`src/rtl/bt656_pkg.sv`:
```
// Shared constants and helpers for the BT.656 transmit path: timing-code bytes,
// blanking levels, slot classification and the XY protection-bit encoder.
package bt656_pkg;

  localparam logic [7:0] PRE_FF  = 8'hFF;
  localparam logic [7:0] PRE_00  = 8'h00;
  localparam logic [7:0] BLANK_C = 8'h80;
  localparam logic [7:0] BLANK_Y = 8'h10;

  typedef enum logic [1:0] {
    SLOT_EAV    = 2'd0,
    SLOT_BLANK  = 2'd1,
    SLOT_SAV    = 2'd2,
    SLOT_ACTIVE = 2'd3
  } slot_t;

  function automatic logic [7:0] xy_code(input logic f, input logic v, input logic h);
    return {1'b1, f, v, h, v ^ h, f ^ h, f ^ v, f ^ v ^ h};
  endfunction

  // 00 and FF are reserved for timing codes, so video data is pulled in by one step.
  function automatic logic [7:0] clamp8(input logic [7:0] d);
    if (d == 8'h00)      return 8'h01;
    else if (d == 8'hFF) return 8'hFE;
    else                 return d;
  endfunction

endpackage

```
`src/rtl/bt656_timing.sv`:
```
// Free-running byte-slot and line counters for the BT.656 raster, plus decode
// of the F/V bits, slot type, sync zones and the pixel-request window.
module bt656_timing
  import bt656_pkg::*;
#(
  parameter int H_TOTAL  = 1716,
  parameter int H_ACTIVE = 1440,
  parameter int V_TOTAL  = 525,
  parameter int F2_START = 266,
  parameter int V1_ACT   = 20,
  parameter int V1_END   = 263,
  parameter int V2_ACT   = 283,
  parameter int HS_WIDTH = 128
) (
  input  logic       clk,
  input  logic       rst_n,
  output slot_t      slot,
  output logic [1:0] code_idx,
  output logic       odd_slot,
  output logic       f_bit,
  output logic       v_bit,
  output logic       hs_zone,
  output logic       vs_zone,
  output logic       req_next,
  output logic       frame_end
);

  localparam int HW = $clog2(H_TOTAL);
  localparam int LW = $clog2(V_TOTAL + 1);

  localparam logic [HW-1:0] H_LAST    = HW'(H_TOTAL - 1);
  localparam logic [HW-1:0] EAV_END   = HW'(4);
  localparam logic [HW-1:0] SAV_START = HW'(H_TOTAL - H_ACTIVE - 4);
  localparam logic [HW-1:0] ACT_START = HW'(H_TOTAL - H_ACTIVE);
  localparam logic [HW-1:0] REQ_FIRST = HW'(H_TOTAL - H_ACTIVE - 1);
  localparam logic [HW-1:0] HS_END    = HW'(HS_WIDTH);

  localparam logic [LW-1:0] L_FIRST  = LW'(1);
  localparam logic [LW-1:0] L_LAST   = LW'(V_TOTAL);
  localparam logic [LW-1:0] L_F1_END = LW'(3);
  localparam logic [LW-1:0] L_VS1_B  = LW'(4);
  localparam logic [LW-1:0] L_VS1_E  = LW'(6);
  localparam logic [LW-1:0] L_F2     = LW'(F2_START);
  localparam logic [LW-1:0] L_VS2_E  = LW'(F2_START + 2);
  localparam logic [LW-1:0] L_V1A    = LW'(V1_ACT);
  localparam logic [LW-1:0] L_V1E    = LW'(V1_END);
  localparam logic [LW-1:0] L_V2A    = LW'(V2_ACT);

  logic [HW-1:0] h_cnt;
  logic [LW-1:0] line;

  always_ff @(posedge clk or negedge rst_n) begin
    if (!rst_n) begin
      h_cnt <= '0;
      line  <= L_FIRST;
    end else if (h_cnt == H_LAST) begin
      h_cnt <= '0;
      line  <= (line == L_LAST) ? L_FIRST : line + 1'b1;
    end else begin
      h_cnt <= h_cnt + 1'b1;
    end
  end

  always_comb begin
    slot = SLOT_ACTIVE;
    if (h_cnt < EAV_END)        slot = SLOT_EAV;
    else if (h_cnt < SAV_START) slot = SLOT_BLANK;
    else if (h_cnt < ACT_START) slot = SLOT_SAV;
  end

  // SAV need not start on a multiple of 4, so its byte index is taken relative to its start.
  assign code_idx  = (slot == SLOT_SAV) ? (h_cnt[1:0] - SAV_START[1:0]) : h_cnt[1:0];
  assign odd_slot  = h_cnt[0];
  assign f_bit     = (line <= L_F1_END) || (line >= L_F2);
  assign v_bit     = !(((line >= L_V1A) && (line <= L_V1E)) || (line >= L_V2A));
  assign hs_zone   = (h_cnt < HS_END);
  assign vs_zone   = ((line >= L_VS1_B) && (line <= L_VS1_E)) ||
                     ((line >= L_F2) && (line <= L_VS2_E));
  // True one slot before every even active slot, so a registered request lands on it.
  assign req_next  = h_cnt[0] && (h_cnt >= REQ_FIRST) && (h_cnt != H_LAST);
  assign frame_end = (h_cnt == H_LAST) && (line == L_LAST);

endmodule

```
`src/rtl/bt656_encoder.sv`:
```
// BT.656 525-line transmitter: muxes EAV/SAV codes, blanking and clamped 4:2:2
// pixels into a registered byte stream, with HS/VS/field outputs aligned to it.
module bt656_encoder
  import bt656_pkg::*;
#(
  parameter int H_TOTAL  = 1716,
  parameter int H_ACTIVE = 1440,
  parameter int V_TOTAL  = 525,
  parameter int F2_START = 266,
  parameter int V1_ACT   = 20,
  parameter int V1_END   = 263,
  parameter int V2_ACT   = 283,
  parameter int HS_WIDTH = 128
) (
  input  logic        iCLK,
  input  logic        iRST_N,
  input  logic        iEnable,
  input  logic [15:0] iYCbCr,
  output logic        oReq,
  output logic        oCr_sel,
  output logic [7:0]  oTD_DATA,
  output logic        oTD_HS,
  output logic        oTD_VS,
  output logic        oField
);

  slot_t      slot;
  logic [1:0] code_idx;
  logic       odd_slot;
  logic       f_bit;
  logic       v_bit;
  logic       hs_zone;
  logic       vs_zone;
  logic       req_next;
  logic       frame_end;

  logic       en_q;
  logic       active_en;
  logic [7:0] y_q;
  logic [7:0] data_d;

  bt656_timing #(
    .H_TOTAL (H_TOTAL),
    .H_ACTIVE(H_ACTIVE),
    .V_TOTAL (V_TOTAL),
    .F2_START(F2_START),
    .V1_ACT  (V1_ACT),
    .V1_END  (V1_END),
    .V2_ACT  (V2_ACT),
    .HS_WIDTH(HS_WIDTH)
  ) u_timing (
    .clk      (iCLK),
    .rst_n    (iRST_N),
    .slot     (slot),
    .code_idx (code_idx),
    .odd_slot (odd_slot),
    .f_bit    (f_bit),
    .v_bit    (v_bit),
    .hs_zone  (hs_zone),
    .vs_zone  (vs_zone),
    .req_next (req_next),
    .frame_end(frame_end)
  );

  assign active_en = en_q && !v_bit;

  always_comb begin
    data_d = odd_slot ? BLANK_Y : BLANK_C;
    case (slot)
      SLOT_EAV, SLOT_SAV: begin
        case (code_idx)
          2'd0:    data_d = PRE_FF;
          2'd3:    data_d = xy_code(f_bit, v_bit, slot == SLOT_EAV);
          default: data_d = PRE_00;
        endcase
      end
      SLOT_ACTIVE: begin
        if (active_en) data_d = odd_slot ? clamp8(y_q) : clamp8(iYCbCr[7:0]);
      end
      default: ;
    endcase
  end

  // Pixel handshake: oReq is high for exactly one clock per pixel; iYCbCr must be
  // valid (show-ahead) while oReq=1 and is consumed on the rising edge ending that
  // clock. oCr_sel tells the source which chroma sample the requested pixel carries.
  always_ff @(posedge iCLK or negedge iRST_N) begin
    if (!iRST_N) begin
      oTD_DATA <= BLANK_C;
      oReq     <= 1'b0;
      oCr_sel  <= 1'b0;
      oTD_HS   <= 1'b1;
      oTD_VS   <= 1'b1;
      oField   <= 1'b1;
      en_q     <= 1'b0;
      y_q      <= 8'h00;
    end else begin
      oTD_DATA <= data_d;
      oReq     <= active_en && req_next;
      oTD_HS   <= !hs_zone;
      oTD_VS   <= !vs_zone;
      oField   <= f_bit;
      if (slot == SLOT_SAV) oCr_sel <= 1'b0;
      else if (oReq)        oCr_sel <= !oCr_sel;
      if (oReq) y_q <= iYCbCr[15:8];
      if (frame_end) en_q <= iEnable;
    end
  end

endmodule

```
`config.mk`:
```
export PLATFORM = sky130hd
export DESIGN_NAME = bt656_encoder
export DESIGN_NICKNAME = d
export VERILOG_FILES = /design/src/rtl/bt656_pkg.sv /design/src/rtl/bt656_timing.sv /design/src/rtl/bt656_encoder.sv
export SDC_FILE = /design/constraint.sdc
export NUM_CORES = 1
export LEC_CHECK = 0
export ABC_CLOCK_PERIOD_IN_PS = 4220
export CAP_MARGIN = 15
export CORE_ASPECT_RATIO = 0.9
export CORE_MARGIN = 4
export CORE_UTILIZATION = 32
export DETAILED_ROUTE_END_ITERATION = 10
export PLACE_DENSITY_LB_ADDON = 0.2
export SYNTH_ARGS = -nofsm -noshare
export SYNTH_HDL_FRONTEND = slang
export SYNTH_SLANG_ARGS = --single-unit
```
`constraint.sdc`:
```
create_clock -name iCLK -period 4.22 [get_ports iCLK]
set_input_delay 0.422 -clock iCLK [delete_from_list [all_inputs] [get_ports iCLK]]
set_output_delay 0.422 -clock iCLK [all_outputs]
set_load 0.01 [all_outputs]
```
==> results.tsv <==
metric	value	unit
Final Hold Fails	0	
first-pass GRT wire length	9.13	mm
worst setup slack after layout	1.90	ns
Required @ worst endpoint	4.46	ns
CP bufs+invs	1	
vias per inst	5.08	
post-route cell area	2870	sq um
buffers inserted by post-CTS timing repair	0	
Seq cells post-synth	43	
initial drt markers	71	
DIE HEIGHT	89.7	um
Final TNS setup	0	ns
final setup violation count	0	
fillers	693	
Area Overhead vs Synth	20.6	%
non-filler cells, final	359	
DRC Markers	0	
Die W	98.8	um
RR Endpoint	u_timing.line[4]	
CP max-delay cell	dfrtp_1	
synthesized netlist cell count	240	
register area	1080	sq um
number of global-route vias before repair	1788	
Max VDD drop	0.000213	V
H-tree lvl count	2	
Total Routing Usage GR	12.5	%
row cnt	29	
Initial Utilization	33.2	%
layout cells sized above 1	11.3	%
Nets	290	
final core occ	40.1	%
Clk pin slew, worst setup/hold paths	0.08	ns
Routed WL	5.27	mm
crit-path cells	ha_1 -> nand4_1 -> nor2_1 -> buf_4 -> nand4_1 -> nor3_1 -> a21o_1	
IO Port Bufs	31	
FF-to-FF setup slack	1.90	ns
register area share after synthesis	45.6	%
setup slack at placement	1.94	ns
initial antenna violation count	0	
final hold slack	0.281	ns
gpl congestion	0.795	
share of flip-flops with an asynchronous set or reset	100	%
post-route minimum period	2.32	ns
YS warnings	0	
Ant. Diodes	0	
Skew-Pair Late Insertion Delay	0.29	ns
DP Area	2750	sq um
EDFF count, synth	0	
hpwl dp	3.84	mm
drt pass-1 iters	4	
Post-synth top flop	dfrtp_1	
placed cells	351	
post_cts resized	0	
antenna-violating nets left	0	
final slew viol count	0	
status	completed	
leading cell types in the layout, fill and taps excluded	38 x dfrtp_1, 30 x clkdlybuf4s50_1, 20 x nor2_1	
Setup Crit Path Kind	flip-flop to flip-flop	
Die ar.	8870	sq um
largest net degree at the start of global routing	44	
reg2reg start	u_timing.h_cnt[0]	
area of the multi-input gates	1210	sq um
clock buffer count from CTS	5	
Tot Pwr	0.760	mW
post-route clock period utilization	55.0	%
via count	1824	
worst min-delay path class	input pin to async pin	
max_slew headroom	36.3	%
clock root cell	clkbuf_8	
Syn Area/Cell	9.90	sq um
crit path DAT	2.56	ns
CP max stage delay	0.77	ns
Syn Nets	265	
Max Clock Skew	0.00593	ns
total core area	7150	sq um
Syn Std Cell Area	2380	sq um
crit path capture type	flip-flop	
worst-margin pin slew	0.956	ns
Max Fclk	431	MHz
max_cap viols	0	
CTS tree	built	
pwr dens	265	nW/um^2
most used cell along the critical path	nand4_1	
grt total ovfl	0	
total I/O pin count	32	
Crit Path Max Fanout	20	
Worst Reg-to-Reg Cells	7	
CTS sink cnt	43	
critical path startpoint	u_timing.h_cnt[0]	
critical path launch point type	flip-flop	
commonest non-fill, non-tap cell in the layout	dfrtp_1	
Leakage	1.23	nW
synth unique cells	52	
Crit path max-delay family	flip-flops	
hold buffers post-CTS	0	
RSZ-0062 raised after global routing	no	
Avg WL per Cell	14.7	um
Clock Tree Buf Depth	2	
[worst max-delay path by stage]
stage / endpoint / slack, ns / depth (start not counted)
2_1_floorplan: oTD_DATA[0] / 2.20 / 8
3_3_place_gp: u_timing.line[4] / 1.95 / 7
3_5_place_dp: u_timing.line[4] / 1.94 / 7
4_1_cts: u_timing.line[4] / 1.93 / 7
5_1_grt: u_timing.line[4] / 1.64 / 7
6_report: u_timing.line[4] / 1.90 / 7
[sequential cells by signal, indices dropped and copies added, names as in the netlist]
signal and flops:
oTD_VS 1, oTD_DATA 8, y_q 8, oTD_HS 1, en_q 1, oCr_sel 1
oReq 1, u_timing.line 10, u_timing.h_cnt 11, oField 1
[cell usage after synthesis, types with 2 or more instances]
master | n | area, sq um
or4_4 | 2 | 22.5
nand2_1 | 15 | 56.3
nor3b_1 | 2 | 15.0
inv_1 | 9 | 33.8
o311ai_1 | 3 | 26.3
and2_1 | 2 | 12.5
o31ai_1 | 2 | 15.0
dfstp_2 | 5 | 131
dfrtp_1 | 38 | 951
mux2i_1 | 6 | 60.1
and4_1 | 2 | 17.5
or3_1 | 5 | 31.3
xnor2_1 | 10 | 87.6
ha_1 | 6 | 75.1
nor3_1 | 5 | 25.0
a21oi_1 | 12 | 60.1
and3_1 | 4 | 25.0
clkbuf_1 | 13 | 48.8
mux2_2 | 8 | 90.1
nor2_1 | 20 | 75.1
xor2_1 | 7 | 61.3
nand3_1 | 9 | 45.0
o221ai_1 | 3 | 26.3
a31oi_1 | 3 | 18.8
nor4_1 | 3 | 18.8
o21ai_1 | 7 | 35.0
o22a_1 | 2 | 17.5
nand4_1 | 9 | 56.3
o22ai_1 | 2 | 12.5
o21ai_0 | 4 | 20.0
[power breakdown]
group,switching (mW),internal (mW)
Clock,0.145,0.176
Combinational,0.0121,0.0147
Sequential,0,0.412
Total,0.157,0.603
[area by class of cell]
cell class | instances | area share (%)
Clock inverter | 3 | 1.53
Sequential cell | 43 | 37.8
Timing Repair Buffer | 32 | 10.9
Tap cell | 93 | 4.06
Clock buffer | 5 | 2.40
Multi-Input combinational cell | 174 | 42.1
Inverter | 9 | 1.18
[layer usage]
metal | vias to the layer above | part of all wire [%] | GRT usage [%]
li1 | 919 | - | -
met1 | 867 | 49 | 18.0
met2 | 32 | 46 | 19.1
met3 | 6 | 3.7 | 2.55
met4 | 0 | 1.3 | 3.53
met5 | - | 0 | 0
[cells by family (layout without fill, tap and decap cells)]
group,count (synthesis),after routing,share of synthesized area (%)
adder cells (fa/ha/maj),6,6,3.16
XOR/XNOR,17,17,6.27
AND/OR/NAND/NOR,87,87,20.6
buffers and inverters,23,49,3.63
multiplexers,14,14,6.32
AO/OA/AOI/OAI,50,50,14.5
flip-flops,43,43,45.6
No activity file was read; power rests on OpenSTA's default activity.
